<file path="src/rtl/deep_ff_ctrl_pipe.sv">
// deep_ff_ctrl_pipe: 2-stage valid/ready op pipeline (mode/in1/in2 in; data_out/flag_out/op_count out) with accumulator and saturating add
module deep_ff_ctrl_pipe #(
  parameter int WIDTH = 16,
  parameter int CNT_W = 8
) (
  input  logic             dffcl_clk,
  input  logic             dffcl_rst_n,
  input  logic             dffcl_in_valid,
  output logic             dffcl_in_ready,
  input  logic [3:0]       dffcl_ctrl_mode,
  input  logic [WIDTH-1:0] dffcl_data_in1,
  input  logic [WIDTH-1:0] dffcl_data_in2,
  output logic             dffcl_out_valid,
  input  logic             dffcl_out_ready,
  output logic [WIDTH-1:0] dffcl_data_out,
  output logic             dffcl_flag_out,
  output logic [CNT_W-1:0] dffcl_op_count
);
  logic             s1_valid_q, s1_valid_d, s2_valid_q, s2_valid_d;
  logic [3:0]       s1_mode_q, s1_mode_d;
  logic [WIDTH-1:0] s1_a_q, s1_a_d, s1_b_q, s1_b_d;
  logic [WIDTH-1:0] data_q, data_d, acc_q, acc_d;
  logic             flag_q, flag_d;
  logic [CNT_W-1:0] cnt_q, cnt_d;
  logic             s2_adv, in_fire, res_f;
  logic [WIDTH:0]   add_s, acc_s, inc_s;
  logic [WIDTH-1:0] a, b, sel, res;
  always_comb begin
    a        = s1_a_q;
    b        = s1_b_q;
    s2_adv   = s1_valid_q && (!s2_valid_q || dffcl_out_ready);
    in_fire  = dffcl_in_valid && (!s1_valid_q || s2_adv);
    add_s    = {1'b0, a} + {1'b0, b};
    acc_s    = {1'b0, acc_q} + {1'b0, a};
    inc_s    = {1'b0, a} + (WIDTH+1)'(1);
    sel      = a[WIDTH-1] ? inc_s[WIDTH-1:0] :
               a[WIDTH-2] ? (b[0] ? a << 1 : a >> 1) :
               a[WIDTH-3] ? ~b : b;
    res      = s1_mode_q[2] ? a : b;
    res_f    = 1'b0;
    case (s1_mode_q)
      4'd0: begin res = add_s[WIDTH-1:0]; res_f = add_s[WIDTH]; end
      4'd1: begin res = (a < b) ? b - a : a - b; res_f = a < b; end
      4'd2: begin res = sel; res_f = a[WIDTH-1] & inc_s[WIDTH]; end
      4'd3: begin res = acc_s[WIDTH-1:0]; res_f = acc_s[WIDTH]; end
      4'd4: res = a;
      4'd5: begin res = add_s[WIDTH] ? '1 : add_s[WIDTH-1:0]; res_f = add_s[WIDTH]; end
      default: ;
    endcase
    s1_valid_d = in_fire ? 1'b1 : (s2_adv ? 1'b0 : s1_valid_q);
    s1_mode_d  = in_fire ? dffcl_ctrl_mode : s1_mode_q;
    s1_a_d     = in_fire ? dffcl_data_in1 : s1_a_q;
    s1_b_d     = in_fire ? dffcl_data_in2 : s1_b_q;
    s2_valid_d = s2_adv ? 1'b1 : (dffcl_out_ready ? 1'b0 : s2_valid_q);
    data_d     = s2_adv ? res : data_q;
    flag_d     = s2_adv ? res_f : flag_q;
    acc_d      = (s2_adv && s1_mode_q == 4'd3) ? acc_s[WIDTH-1:0] :
                 (s2_adv && s1_mode_q == 4'd4) ? a : acc_q;
    cnt_d      = cnt_q + CNT_W'(s2_valid_q && dffcl_out_ready);
  end
  always_ff @(posedge dffcl_clk or negedge dffcl_rst_n) begin
    if (!dffcl_rst_n) begin
      s1_valid_q <= 1'b0;
      s1_mode_q  <= '0;
      s1_a_q     <= '0;
      s1_b_q     <= '0;
      s2_valid_q <= 1'b0;
      data_q     <= '0;
      flag_q     <= 1'b0;
      acc_q      <= '0;
      cnt_q      <= '0;
    end else begin
      s1_valid_q <= s1_valid_d;
      s1_mode_q  <= s1_mode_d;
      s1_a_q     <= s1_a_d;
      s1_b_q     <= s1_b_d;
      s2_valid_q <= s2_valid_d;
      data_q     <= data_d;
      flag_q     <= flag_d;
      acc_q      <= acc_d;
      cnt_q      <= cnt_d;
    end
  end
  assign dffcl_in_ready  = !s1_valid_q || s2_adv;
  assign dffcl_out_valid = s2_valid_q;
  assign dffcl_data_out  = data_q;
  assign dffcl_flag_out  = flag_q;
  assign dffcl_op_count  = cnt_q;
endmodule

</file>
<file path="config.mk">
export PLATFORM = sky130hd
export DESIGN_NAME = deep_ff_ctrl_pipe
export DESIGN_NICKNAME = d
export VERILOG_FILES = /design/src/rtl/deep_ff_ctrl_pipe.sv
export SDC_FILE = /design/constraint.sdc
export NUM_CORES = 1
export LEC_CHECK = 0
export BUFFER_PORTS_ARGS = -buffer_cell sky130_fd_sc_hd__buf_2
export CORE_MARGIN = 2
export CORE_UTILIZATION = 40
export CTS_CLUSTER_DIAMETER = 100
export DETAILED_ROUTE_END_ITERATION = 12
export SYNTH_ARGS = -nofsm -noshare
export SYNTH_HDL_FRONTEND = slang
export SYNTH_SLANG_ARGS = --single-unit
export TNS_END_PERCENT = 20
</file>
<file path="constraint.sdc">
create_clock -name dffcl_clk -period 3.1 [get_ports dffcl_clk]
set_input_delay 0.62 -clock dffcl_clk [delete_from_list [all_inputs] [get_ports dffcl_clk]]
set_output_delay 0.62 -clock dffcl_clk [all_outputs]
set_load 0.02 [all_outputs]
</file>
# Word-level counts from Yosys, hierarchy flattened
# Index checks and enable logic that the tools add are counted.
# totals
register_bits	79
rom_bits	0
mem_bits_rw	0
in_bits	40
output_inout_bits	27
latchBits	0
elab_cells	52
n_memories	0
# op_classes
bitwise_logic	2
add_sub_neg	6
shift	0
magnitude_cmp	1
mux	15
n_eq_ne	5
div	0
mul	0
n_reduce_logical	14
# ops
cell	n
$mux W16	9
$pmux W16 S6	1
$add A16 B16 Y17	2
$sub A16 B16 Y16	2
$add A16 B1 Y17 const B	1
$lt A16 B16 Y1	1
$not A16 Y16	1
$add A8 B1 Y8	1
$eq A4 B2 Y1 const B	2
$eq A4 B3 Y1 const B	2
$reduce_bool A2 Y1	3
$logic_and A1 B1 Y1	5
$eq A4 B1 Y1 const B	1
$logic_not A4 Y1	1
$mux W1	4
$pmux W1 S4	1
$logic_not A1 Y1	2
$logic_or A1 B1 Y1	2
$reduce_or A2 Y1	1
$and A1 B1 Y1	1

# Logic depth before layout (Yosys ltp)
# Gate-level depths: netlist (run 1).
# logic_depth
depth_word	6
depth_mapped	16
ltp_nobuf	13

# Least setup slack after synthesis (run 1)
# Ideal clock, no wire load.
# synth_timing
path_kind	register -> register
start	register s1_a_q[1], in the netlist a[1]
end	register data_q[14], in the netlist dffcl_data_out[14]
setup_slack_ns	-0.163
period_less_slack_ns	3.263
t_arrival_ns	3.168
t_required_ns	3.005
setup_ns	0.095
stages_incl_launch_ff	14
n_path_buf	2
path_cell_list	dfrtp_1 > clkbuf_1 > inv_1 > fa_1 > or2_2 > a221oi_1 > o221ai_1 > o221a_2 > o21ai_1 > or2_2 > buf_2 > a2111oi_2 > a2bb2oi_1 > o31ai_1
# synth_between
elab_chain_len	3
elab_cells_between_ends	10
classes_between	add/sub (5); order compare (1); mux (4)
# synth_lines
element	line	rtl
start, declared	21	logic [WIDTH-1:0] s1_a_q, s1_a_d, s1_b_q, s1_b_d;
start signal, assigned	65	s1_a_q <= '0;
start signal, assigned	75	s1_a_q <= s1_a_d;
$add A16 B16 Y17 (tied with other cells)	33	add_s = {1'b0, a} + {1'b0, b};
$mux W16 (on tied branches)	47, 36, 43	
$pmux W16 S6 (*)	41	case (s1_mode_q)
end signal, assigned	78	data_q <= data_d;
end, declared	22	logic [WIDTH-1:0] data_q, data_d, acc_q, acc_d;
# Every way passes the cells marked *; elsewhere a longest branch is shown, timed or not.
# A chain may end at the register's enable or synchronous reset.

# Worst setup path in the final report (run 1)
# layout_timing
start	register s1_a_q[8], in the netlist a[8]
end	register data_q[13], in the netlist dffcl_data_out[13]
# The elaborated chain is that of the path after synthesis.

==> results of run 1 <==
-- power by group through the flow --
stage               combinational, W  clock [W]  sequential (W)
global placement             0.00426          0         0.00160
finish                       0.00464    0.00114         0.00159
global route                 0.00504    0.00119         0.00162
floorplan                    0.00267          0         0.00171
CTS                          0.00440    0.00116         0.00159
detailed placement           0.00428          0         0.00161
-- cell type report --
type	instances	area share
well taps	234	0.03061
clock buffers	9	0.02355
repair buffers	194	0.1392
inverters	51	0.02002
flip-flops and latches	79	0.2068
clock inverters	7	0.008373
multi-input cells	732	0.5714
-- state kept, by name (all words and copies together) (netlist names) --
| register | count |
|---|---|
| a | 16 |
| acc_q | 16 |
| b | 16 |
| dffcl_data_out | 16 |
| dffcl_flag_out | 1 |
| dffcl_op_count | 8 |
| dffcl_out_valid | 1 |
| s1_mode_q | 4 |
| s1_valid_q | 1 |
-- logic make-up after synthesis --
kind of cell / after synthesis
flops: 79
mux: 55
xor+xnor: 66
fa+ha+maj: 72
compound gates: 278
buf+inv: 107
simple gates: 261
-- synthesized netlist by cell type, types with 19 or more instances --
library cell    n  share of area
a211oi_1       36          0.035
a21oi_1        66          0.043
clkbuf_1       34          0.017
dfrtp_1        79           0.26
ha_1           68           0.11
inv_1          51          0.025
mux2_2         36          0.053
mux2i_1        19          0.025
nand2_1        51          0.025
nand3_1        23          0.015
nor2_1        106          0.052
o21ai_0        37          0.024
o22ai_1        29          0.024
xnor2_1        39          0.045
xor2_1         27          0.031
-- layer usage --
| layer | track usage | vias up | wire (um) |
|---|---|---|---|
| met1 | 0.3717 | 3638 | 12190 |
| met4 | 0.07421 | 0 | 633 |
| met2 | 0.3961 | 261 | 11430 |
| met3 | 0.03365 | 39 | 1535 |
| li1 | - | 3625 | - |
| met5 | 0 | - | 0 |
-- critical path: cells and delay by family (launching register included) --
kind            cells  cell delay, ns
compound gates      6            1.12
simple gates        2            0.72
flops               1            0.46
fa+ha+maj           1            0.36
xor+xnor            1            0.20
buf+inv             1            0.13
-- through the flow --
| step | power (W) | setup slack, ns | utilization | hold slack, ns |
|---|---|---|---|---|
| 5_1_grt | 0.007858 | -0.1416 | 0.5113 | 0.3534 |
| 6_report | 0.007379 | -0.008844 | 0.5113 | 0.2912 |
| 3_5_place_dp | 0.005883 | -0.1844 | 0.4793 | 0.4606 |
| 3_3_place_gp | 0.005868 | -0.1895 | 0.4793 | 0.4549 |
| 2_1_floorplan | 0.004377 | -0.05934 | - | 0.3244 |
| 4_1_cts | 0.007148 | -0.02957 | 0.5013 | 0.3193 |
-- final timing paths --
check                                                 start                              to  cells past startpoint
min in group dffcl_clk          dffcl_op_count[7]$_DFF_PN0_     dffcl_op_count[7]$_DFF_PN0_                      1
worst max-delay path                       a[8]$_DFFE_PN0P_  dffcl_data_out[13]$_DFFE_PN0P_                     11
worst max register to register             a[8]$_DFFE_PN0P_  dffcl_data_out[13]$_DFFE_PN0P_                     11
worst min-delay path                            dffcl_rst_n   dffcl_data_out[1]$_DFFE_PN0P_                      1
worst min register to register  dffcl_op_count[7]$_DFF_PN0_     dffcl_op_count[7]$_DFF_PN0_                      1
max in group asynchronous                       dffcl_rst_n           acc_q[15]$_DFFE_PN0P_                      2
-- cell usage in the layout, fill, tap and decap left out, types with 4 or more instances in the layout --
cell type and n:
mux2_2 36, nor2b_1 16, xnor2_1 37, a311oi_1 4
o21a_1 4, o211ai_1 4, inv_1 51, ha_1 68
a31oi_1 12, a211oi_1 33, or2_2 5, or3_1 4
dfrtp_1 78, buf_2 65, nand3_1 22, buf_4 126
nor2_1 105, o22ai_1 29, a211oi_2 4, o21ai_0 32
o221ai_1 4, and3_1 10, a22o_1 9, nor3_1 11
o31ai_1 9, mux2i_1 19, a21o_1 5, a21oi_1 64
a22oi_1 5, a2111oi_2 5, o21bai_1 7, nand2_1 49
o21ai_1 5, nand2b_1 14, xor2_1 27, clkbuf_16 9
-- timing repair --
action,in CTS,in global routing
resized for setup,18,33
hold buffers,0,0
endpoints found under the setup margin,14,17
buffers inserted,4,3
pin swaps,9,14
endpoints found under the hold margin,0,0
cloned,0,0
==> reports/results.tsv, run 1 <==
stage	metric	value	unit
run_status	status	finished with violations	
run_status	violations	negative setup slack	
critical_path	required	3.34	ns
run	cap_violations	0	
critical_path	ff2ff_setup_slack	-0.009	ns
sta	rsz0062_at_grt	yes	
cells_and_area	multi_input_area	0.005465	mm^2
hold_path	holdCritPathClass	in -> async	
floorplanning	ios	67	
clock_tree	cts_buffers	9	
critical_path	worst_path_most_repeated_cell	a21oi_1	
critical_path	cp_max_fo	4	
floorplanning	rows	50	
cells_and_area	nFillCells	1752	
yosys	synth-adder-area-share	0.1219	
sta	finalMaxSlewViolations	0	
floorplanning	start_util	0.4082	
yosys	synth-seq-area-share	0.2589	
yosys	synth-main-ff-cell	dfrtp_1	
global_routing	grt_pass1_wl	40190	um
pwr	seqPwrFrac	0.216	
place	io_buffers	66	
sta	timing.final.crit_share	1.003	
critical_path	crit_slowest_cell	or4_4	
yosys	ys.warnings.count	0	
routing	wl_per_cell	19.74	um
yosys	synth_async_sr_flop_share	1.000	
sta	final.setup.tns	-0.008844	ns
clock_tree	clockBufferDepth	2	
critical_path	cp_cell_sequence	inv_1 > ha_1 > or4_4 > a2111o_1 > a31oi_2 > o41ai_2 > nor2b_1 > xnor2_1 > a21oi_1 > a211oi_1 > a21oi_1	
cells_and_area	drive_above_1_share	0.2780	
critical_path	crit_type	reg -> reg	
yosys	synth_top_family_by_area	compound AO/OA/AOI/OAI gates	
floorplanning	core-area	0.01871	mm^2
global_routing	antenna_found_initial	0	
global_routing	grt_pass1_vias	7231	
yosys	synth_area_per_cell	8.317	um^2
routing	wl	25780	um
clock_tree	cts.sinks	79	
critical_path	slowest_delay	0.56	ns
critical_path	cp.arrival	3.35	ns
yosys	synth-edff-count	0	
yosys	yosys.area_share.xor_xnor	0.07571	
cells_and_area	final_cell_area	0.009564	mm^2
sta	setup_ws	-0.008844	ns
routing	vias	7563	
place	dpl.hpwl	19700	um
cells_and_area	stdcell_count	1306	
cells_and_area	area_growth	25.27	%
sta	fin_worst_skew	0.01249	ns
pwr	p_sw	0.003376	W
sta	tightest_slew	0.7997	ns
routing	drtIter0Drc	596	
global_routing	grt_max_degree	46	
routing	drc_errors	0	
yosys	syn-instance-count	918	
yosys	syn_area	0.007635	mm^2
pwr	power.density	771.5	mW/mm^2
yosys	synthMuxAreaShare	0.07801	
place	dp.cells	1283	
pwr	peakVddDrop	0.3218	mV
pwr	sw_frac_of_total	0.4576	
place	gp_congestion	0.9332	
cells_and_area	diodes	0	
sta	hold_viol	0	
yosys	synth.ff_latch_count	79	
clock_tree	h-tree-depth	3	
sta	period_needed	3.109	ns
critical_path	startpoint_type	flop	
yosys	synthesis.nets	1030	
sta	fmax	321.7	MHz
cells_and_area	final_nets	1179	
sta	relSlewSlack	0.4531	
place	postPlaceCellArea	0.008966	mm^2
clock_tree	cts_tree	done	
clock_tree	cts_root_buf	clkbuf_16	
pwr	pwr-share-comb	0.629	
routing	ant_nets	0	
floorplanning	dieHeight	142.2	um
clock_tree	cts.clk_slew.worst_paths	0.07	ns
yosys	synth_cell_types	70	
floorplanning	die_area	0.02021	mm^2
routing	vias_per_cell	5.791	
sta	setup_violations	1	
global_routing	grt_overflow	0	
yosys	synth_compound_area_frac	0.2480	
yosys	synth-simple-area-share	0.1598	
clock_tree	clk_latency	0.36	ns
floorplanning	dieWidth	142.2	um
pwr	leakagePower	4.269	nW
pwr	internal_power	0.004002	W
cells_and_area	register_area	0.001978	mm^2
pwr	pwr-share-clk	0.155	
critical_path	crit_path_end_kind	flop	
routing	first_pass_iters	5	
global_routing	gr-usage-all-layers	0.2556	
No activity file was read; power rests on OpenSTA's default activity.
==> inputs of run 2 (changes only) <==
--- a/config.mk
+++ b/config.mk
@@ -7,9 +7,10 @@
 export LEC_CHECK = 0
 export BUFFER_PORTS_ARGS = -buffer_cell sky130_fd_sc_hd__buf_2
 export CORE_MARGIN = 2
-export CORE_UTILIZATION = 40
+export CORE_UTILIZATION = 56
 export CTS_CLUSTER_DIAMETER = 100
 export DETAILED_ROUTE_END_ITERATION = 12
+export PLACE_DENSITY = 0.79
 export SYNTH_ARGS = -nofsm -noshare
 export SYNTH_HDL_FRONTEND = slang
 export SYNTH_SLANG_ARGS = --single-unit
==> run 2 against run 1 <==
Net effect:
- the flow still finishes with violations (negative setup slack)
- clock skew is 0.00085 ns higher
- global-route usage is 9.4 points higher
- sequential share of layout area is 0.54 points higher
- critical path type unchanged
- highest routed layer unchanged
==> reports/results.tsv, run 2 (synthesized netlist as in run 1, its figures left out) <==
stage	metric	value	unit	change
critical_path	slowest_delay	0.45	ns	-0.11 ns
global_routing	grt_max_degree	53		+15%
routing	vias	7869		+4.0%
clock_tree	cts_tree	done		
routing	wl_met2	11250	um	-1.5%
cells_and_area	drive_above_1_share	0.2697		-0.008279
critical_path	crit_family	compound AO/OA/AOI/OAI gates		
global_routing	grt_pass1_vias	7415		+2.5%
routing	ant_nets	0		unchanged
run	cap_violations	0		unchanged
critical_path	crit_path_end_kind	flop		
pwr	seqPwrFrac	0.218		+0.002
sta	period_needed	3.139	ns	+0.02997 ns
sta	final.setup.tns	-0.1108	ns	-0.1019 ns
place	postPlaceCellArea	0.008731	mm^2	-2.6%
routing	dr_wl_met3	2628	um	+71%
cells_and_area	final_nets	1160		-1.6%
routing	vias_per_cell	6.403		+11%
hold_path	holdCritPathClass	in -> async		
floorplanning	ios	67		unchanged
pwr	pwr-share-comb	0.633		+0.004
clock_tree	cts_root_buf	clkbuf_16		
cells_and_area	diodes	0		unchanged
clock_tree	cts-hold-fix-buffers	0		unchanged
critical_path	cp_max_fo	4		unchanged
pwr	peakVddDrop	0.4746	mV	+48%
routing	drtIter0Drc	1032		+73%
routing	first_pass_iters	6		+1
pwr	leakagePower	4.155	nW	-2.7%
pwr	sw_frac_of_total	0.4689		+0.01128
floorplanning	rows	42		-16%
clock_tree	clockBufferDepth	2		unchanged
sta	tightest_slew	0.7529	ns	-0.04681 ns
floorplanning	core-area	0.01330	mm^2	-29%
sta	relSlewSlack	0.4981		+0.04499
routing	wl_per_cell	20.59	um	+4.3%
place	dpl.hpwl	18670	um	-5.3%
critical_path	rr_worst_depth	14		+3
sta	fin_worst_skew	0.01334	ns	+0.0008501 ns
place	io_buffers	66		unchanged
run_status	status	finished with violations		
critical_path	ff2ff_setup_slack	-0.04	ns	-0.03 ns
routing	wl_met1	10760	um	-12%
sta	rsz0062_at_grt	yes		
clock_tree	clk_latency	0.36	ns	about the same
global_routing	gr-usage-all-layers	0.3494		+0.09380
sta	timing.final.crit_share	1.013		+0.009667
place	gp_congestion	0.9828		+5.3%
critical_path	cp_cell_sequence	inv_2 > ha_4 > inv_2 > fa_2 > a21oi_4 > o211ai_2 > a221oi_4 > buf_6 > o21ai_4 > nand2_1 > a32oi_1 > xor2_1 > a2111oi_1 > nor2_1		
critical_path	r2r_start	a[0]$_DFFE_PN0P_		
global_routing	antenna_found_initial	0		unchanged
clock_tree	cts.sinks	79		unchanged
routing	wl	25300	um	-1.9%
routing	drc_errors	0		unchanged
cells_and_area	layout_commonest_cell	nor2_1		
run_status	violations	negative setup slack		
critical_path	cp.arrival	3.38	ns	+0.03 ns
sta	hold_viol	0		unchanged
pwr	p_total	0.007262	W	-1.6%
pwr	power.density	778.7	mW/mm^2	+0.94%
global_routing	grt_pass1_wl	39680	um	-1.3%
floorplanning	dieHeight	120.8	um	-15%
cells_and_area	final_cell_area	0.009325	mm^2	-2.5%
sta	setup_violations	5		+4
pwr	pwr-share-clk	0.149		-0.006
clock_tree	cts.clk_slew.worst_paths	0.07	ns	about the same
floorplanning	die_area	0.01458	mm^2	-28%
critical_path	startpoint_type	flop		
pwr	internal_power	0.003857	W	-3.6%
sta	fmax	318.6	MHz	-0.95%
sta	finalMaxSlewViolations	0		unchanged
routing	routed.top_layer	met4		
clock_tree	h-tree-depth	3		unchanged
critical_path	r2r_end	dffcl_data_out[12]$_DFFE_PN0P_		
critical_path	worst-path-buf-inv	3		+2
global_routing	grt_overflow	0		unchanged
critical_path	required	3.34	ns	about the same
sta	setup_ws	-0.03881	ns	-0.02997 ns
floorplanning	dieWidth	120.8	um	-15%
floorplanning	start_util	0.5743		+0.1661
critical_path	worst_path_most_repeated_cell	inv_2		
critical_path	crit_slowest_cell	dfrtp_2		
pwr	p_sw	0.003405	W	+0.84%
critical_path	crit_type	reg -> reg		
clock_tree	cts_buffers	9		unchanged
cells_and_area	area_growth	22.14	%	
critical_path	path_depth	14		+3
cells_and_area	mostFrequentLayoutCells	nor2_1 (106), buf_4 (105), dfrtp_1 (77)		
## run 2: worst max-delay path by stage
stage                                start                              to
final                     a[0]$_DFFE_PN0P_  dffcl_data_out[12]$_DFFE_PN0P_
after global routing      a[0]$_DFFE_PN0P_  dffcl_data_out[10]$_DFFE_PN0P_
after global placement    a[0]$_DFFE_PN0P_  dffcl_data_out[10]$_DFFE_PN0P_
after detailed placement  a[0]$_DFFE_PN0P_  dffcl_data_out[10]$_DFFE_PN0P_
after floorplan           a[0]$_DFFE_PN0P_  dffcl_data_out[10]$_DFFE_PN0P_
after CTS                 a[0]$_DFFE_PN0P_   dffcl_data_out[6]$_DFFE_PN0P_
## run 2: final cells by class
class / count / area (um^2)
clock buffers: 9 / 225.2
well taps: 176 / 220.2
fillers: 1056 / 3970
inverters: 51 / 191.4
repair buffers: 175 / 1187
flip-flops and latches: 79 / 1979
clock inverters: 7 / 61.31
multi-input cells: 732 / 5460
## run 2: worst reg2reg max path: stages (launching register included)
cell	delay, ns
dfrtp_2	0.45
inv_2	0.08
ha_4	0.13
inv_2	0.04
fa_2	0.41
a21oi_4	0.16
o211ai_2	0.14
a221oi_4	0.34
buf_6	0.17
o21ai_4	0.06
nand2_1	0.23
a32oi_1	0.17
xor2_1	0.18
a2111oi_1	0.41
nor2_1	0.07
## run 2: power by group through the flow
stage	sequential, W	combinational, W	clock [W]
global placement	0.00158	0.00408	0
finish	0.00158	0.00460	0.00108
global route	0.00162	0.00495	0.00112
CTS	0.00157	0.00427	0.00109
detailed placement	0.00159	0.00414	0
floorplan	0.00171	0.00267	0
## run 2: layer usage
metal	vias up	track usage
met5	-	0
met4	0	0.1192
met3	62	0.06321
met2	501	0.5297
met1	3716	0.5012
li1	3590	-
## run 2: repair_timing
item                                   CTS  global route
pin swaps                               10            23
buffers inserted                         2             4
endpoints found under the hold margin    0             0
setup endpoints to repair               10            19
gates resized for setup                 14            46
## run 2: metrics by stage
| step | setup slack (ns) | hold WS [ns] | std cells | utilization |
|---|---|---|---|---|
| after global routing | -0.1669 | 0.2200 | 1229 | 0.7014 |
| after global placement | -0.02644 | 0.4527 | 1207 | 0.6567 |
| after detailed placement | -0.1908 | 0.4636 | 1207 | 0.6567 |
| final | -0.03881 | 0.1976 | 1229 | 0.7014 |
| after floorplan | -0.05934 | 0.3244 | 918 | - |
| after CTS | -0.04828 | 0.2115 | 1225 | 0.6844 |
==> inputs of run 3 (changes only) <==
--- a/config.mk
+++ b/config.mk
@@ -6,11 +6,13 @@
 export NUM_CORES = 1
 export LEC_CHECK = 0
 export BUFFER_PORTS_ARGS = -buffer_cell sky130_fd_sc_hd__buf_2
+export CELL_PAD_IN_SITES_DETAIL_PLACEMENT = 0
+export CELL_PAD_IN_SITES_GLOBAL_PLACEMENT = 1
 export CORE_MARGIN = 2
-export CORE_UTILIZATION = 56
+export CORE_UTILIZATION = 42
 export CTS_CLUSTER_DIAMETER = 100
 export DETAILED_ROUTE_END_ITERATION = 12
-export PLACE_DENSITY = 0.79
+export PLACE_DENSITY_LB_ADDON = 0.1
 export SYNTH_ARGS = -nofsm -noshare
 export SYNTH_HDL_FRONTEND = slang
 export SYNTH_SLANG_ARGS = --single-unit
==> run 3 against run 2 <==
Net effect:
- the run still ends with negative setup slack left
- register-to-register slack about the same
- cell area rose by 3.4%
- critical path depth is the same
- clock power grew 7%
- first-iteration DRC count shrank 31%
- wire length increased by 9.3%
- non-clock buffer count rose by 20
- flip-flop and latch count did not move
- largest power group unchanged
==> reports/results.tsv, run 3 (synthesized netlist as in run 1, its figures left out) <==
stage	metric	value	unit	change
global_routing	gr-usage-all-layers	0.2808		-0.06855
clock_tree	h-tree-depth	3		unchanged
pwr	pwr-share-clk	0.152		+0.003
floorplanning	rows	49		+17%
pwr	peakVddDrop	0.3853	mV	-19%
sta	rsz0062_at_grt	yes		
clock_tree	cts-hold-fix-buffers	0		unchanged
run_status	status	finished with violations		
pwr	seqPwrFrac	0.211		-0.007
critical_path	rr_worst_depth	14		unchanged
critical_path	cp_max_fo	4		unchanged
sta	hold_slack	0.2071	ns	+0.009483 ns
place	dp.cells	1281		+6.1%
critical_path	crit_family	compound AO/OA/AOI/OAI gates		
cells_and_area	diodes	0		unchanged
routing	drtIter0Drc	712		-31%
clock_tree	cts_buffers	9		unchanged
clock_tree	cts.clk_slew.worst_paths	0.07	ns	about the same
sta	finalMaxSlewViolations	0		unchanged
cells_and_area	area_growth	26.35	%	
critical_path	crit_slowest_cell	dfrtp_1		
pwr	leakagePower	4.298	nW	+3.4%
floorplanning	dieWidth	138.8	um	+15%
critical_path	crit_type	reg -> reg		
place	gp_congestion	0.9136		-7.0%
sta	tightest_slew	0.7029	ns	-0.04995 ns
routing	vias_per_cell	5.969		-6.8%
global_routing	grt_pass1_wl	42740	um	+7.7%
pwr	sw_frac_of_total	0.4589		-0.009975
cells_and_area	final_nets	1180		+1.7%
critical_path	slowest_delay	0.41	ns	-0.04 ns
run_status	violations	negative setup slack		
floorplanning	die_area	0.01927	mm^2	+32%
pwr	p_total	0.007637	W	+5.2%
critical_path	cp.arrival	3.39	ns	about the same
sta	period_needed	3.152	ns	+0.01280 ns
place	io_buffers	66		unchanged
routing	first_pass_iters	5		-1
critical_path	crit_path_end_kind	flop		
clock_tree	cts_root_buf	clkbuf_16		
global_routing	antenna_found_initial	0		unchanged
routing	wl_per_cell	21.24	um	+3.2%
cells_and_area	drive_above_1_share	0.2861		+0.01641
floorplanning	start_util	0.4265		-0.1478
sta	hold_viol	0		unchanged
hold_path	holdCritPathClass	in -> async		
pwr	p_sw	0.003504	W	+2.9%
sta	setup_ws	-0.05161	ns	-0.01280 ns
critical_path	cp_cell_sequence	inv_1 > ha_2 > inv_2 > fa_2 > a21oi_4 > o211ai_4 > a221oi_4 > a21oi_2 > buf_4 > o311ai_4 > o31a_1 > xnor2_1 > a2111oi_2 > nor2_1		
cells_and_area	mostFrequentLayoutCells	buf_4 (125), nor2_1 (106), dfrtp_1 (77)		
floorplanning	ios	67		unchanged
global_routing	grt_pass1_vias	7566		+2.0%
routing	wl	27660	um	+9.3%
floorplanning	core-area	0.01790	mm^2	+35%
clock_tree	clk_latency	0.35	ns	about the same
pwr	internal_power	0.004133	W	+7.1%
cells_and_area	layout_commonest_cell	buf_4		
run	cap_violations	0		unchanged
critical_path	worst-path-buf-inv	3		unchanged
routing	drc_errors	0		unchanged
global_routing	grt_max_degree	52		-1.9%
routing	ant_nets	0		unchanged
sta	fin_worst_skew	0.01044	ns	-0.002903 ns
sta	setup_violations	4		-1
critical_path	required	3.34	ns	about the same
critical_path	path_depth	14		unchanged
clock_tree	cts_tree	done		
clock_tree	cts.sinks	79		unchanged
pwr	pwr-share-comb	0.637		+0.004
place	dpl.hpwl	21280	um	+14%
clock_tree	clockBufferDepth	2		unchanged
pwr	power.density	791.7	mW/mm^2	+1.7%
critical_path	startpoint_type	flop		
sta	relSlewSlack	0.5314		+0.03330
routing	vias	7771		-1.2%
global_routing	grt_overflow	0		unchanged
cells_and_area	stdcell_count	1302		+5.9%
sta	timing.final.crit_share	1.017		+0.004130
floorplanning	dieHeight	138.8	um	+15%
sta	fmax	317.3	MHz	-0.41%
[run 3: cell types whose count changed in the layout (fill, tap and decap cells not counted), moves of 2 or more]
cell,before,now
a211oi_1,30,32
inv_6,4,2
buf_4,105,125
ha_1,67,63
a211oi_2,7,4
o21ai_0,31,33
ha_2,0,3
o21ai_1,6,4
a221oi_4,1,3
a221oi_2,3,0
[run 3: what timing repair did]
action,4_1_cts,5_1_grt
pin swaps,18,19
setup buffers,3,2
gates resized for setup,22,43
setup endpoints to repair,17,20
[run 3: worst reg2reg max path, cell delays in order, from the launching register on]
cell	delay, ns
dfrtp_1	0.41
inv_1	0.08
ha_2	0.20
inv_2	0.04
fa_2	0.36
a21oi_4	0.18
o211ai_4	0.12
a221oi_4	0.35
a21oi_2	0.13
buf_4	0.16
o311ai_4	0.22
o31a_1	0.23
xnor2_1	0.11
a2111oi_2	0.37
nor2_1	0.08
[run 3: area by class of cell]
class	count	area, um^2
tap	229	286.5
clock inverter	6	75.07
timing repair buffer	195	1346
multi-input combinational	732	5529
inverter	51	191.4
fill	1721	8255
sequential	79	1979
clock buffer	10	239.0
[run 3: per-stage QoR]
step / util / setup WS (ns) / instance area [um^2] / TNS, ns
after floorplan: - / -0.05934 / 7644 / -0.05934
after global placement: 0.5017 / -0.1787 / 8982 / -0.6693
after detailed placement: 0.5017 / -0.2836 / 8982 / -1.781
after CTS: 0.5263 / -0.1198 / 9422 / -0.4073
after global routing: 0.5389 / -0.2813 / 9647 / -1.891
final: 0.5389 / -0.05161 / 9647 / -0.1612
[run 3: power by group through the flow]
| stage | Sequential (W) | Clock, W | Combinational (W) |
|---|---|---|---|
| after global routing | 0.00165 | 0.00122 | 0.00527 |
| after CTS | 0.00160 | 0.00118 | 0.00453 |
| after floorplan | 0.00171 | 0 | 0.00267 |
| final | 0.00161 | 0.00116 | 0.00487 |
| after detailed placement | 0.00162 | 0 | 0.00440 |
| after global placement | 0.00161 | 0 | 0.00434 |
[run 3: per-layer routing]
layer	up-vias	part of all wire	global-route usage
li1	3620	-	-
met1	3784	0.47	0.4126
met2	317	0.44	0.4304
met3	50	0.068	0.04731
met4	0	0.022	0.07018
met5	-	0	0
[run 3: path summary, 6_finish.rpt]
path,to,slack (ns),startpoint
max,dffcl_data_out[10]$_DFFE_PN0P_,-0.05,a[0]$_DFFE_PN0P_
min,a[3]$_DFFE_PN0P_,0.21,dffcl_rst_n
max reg2reg,dffcl_data_out[10]$_DFFE_PN0P_,-0.05,a[0]$_DFFE_PN0P_
min reg2reg,dffcl_op_count[7]$_DFF_PN0_,0.47,dffcl_op_count[7]$_DFF_PN0_
max in group asynchronous,a[13]$_DFFE_PN0P_,2.23,dffcl_rst_n
min in group dffcl_clk,dffcl_op_count[7]$_DFF_PN0_,0.47,dffcl_op_count[7]$_DFF_PN0_
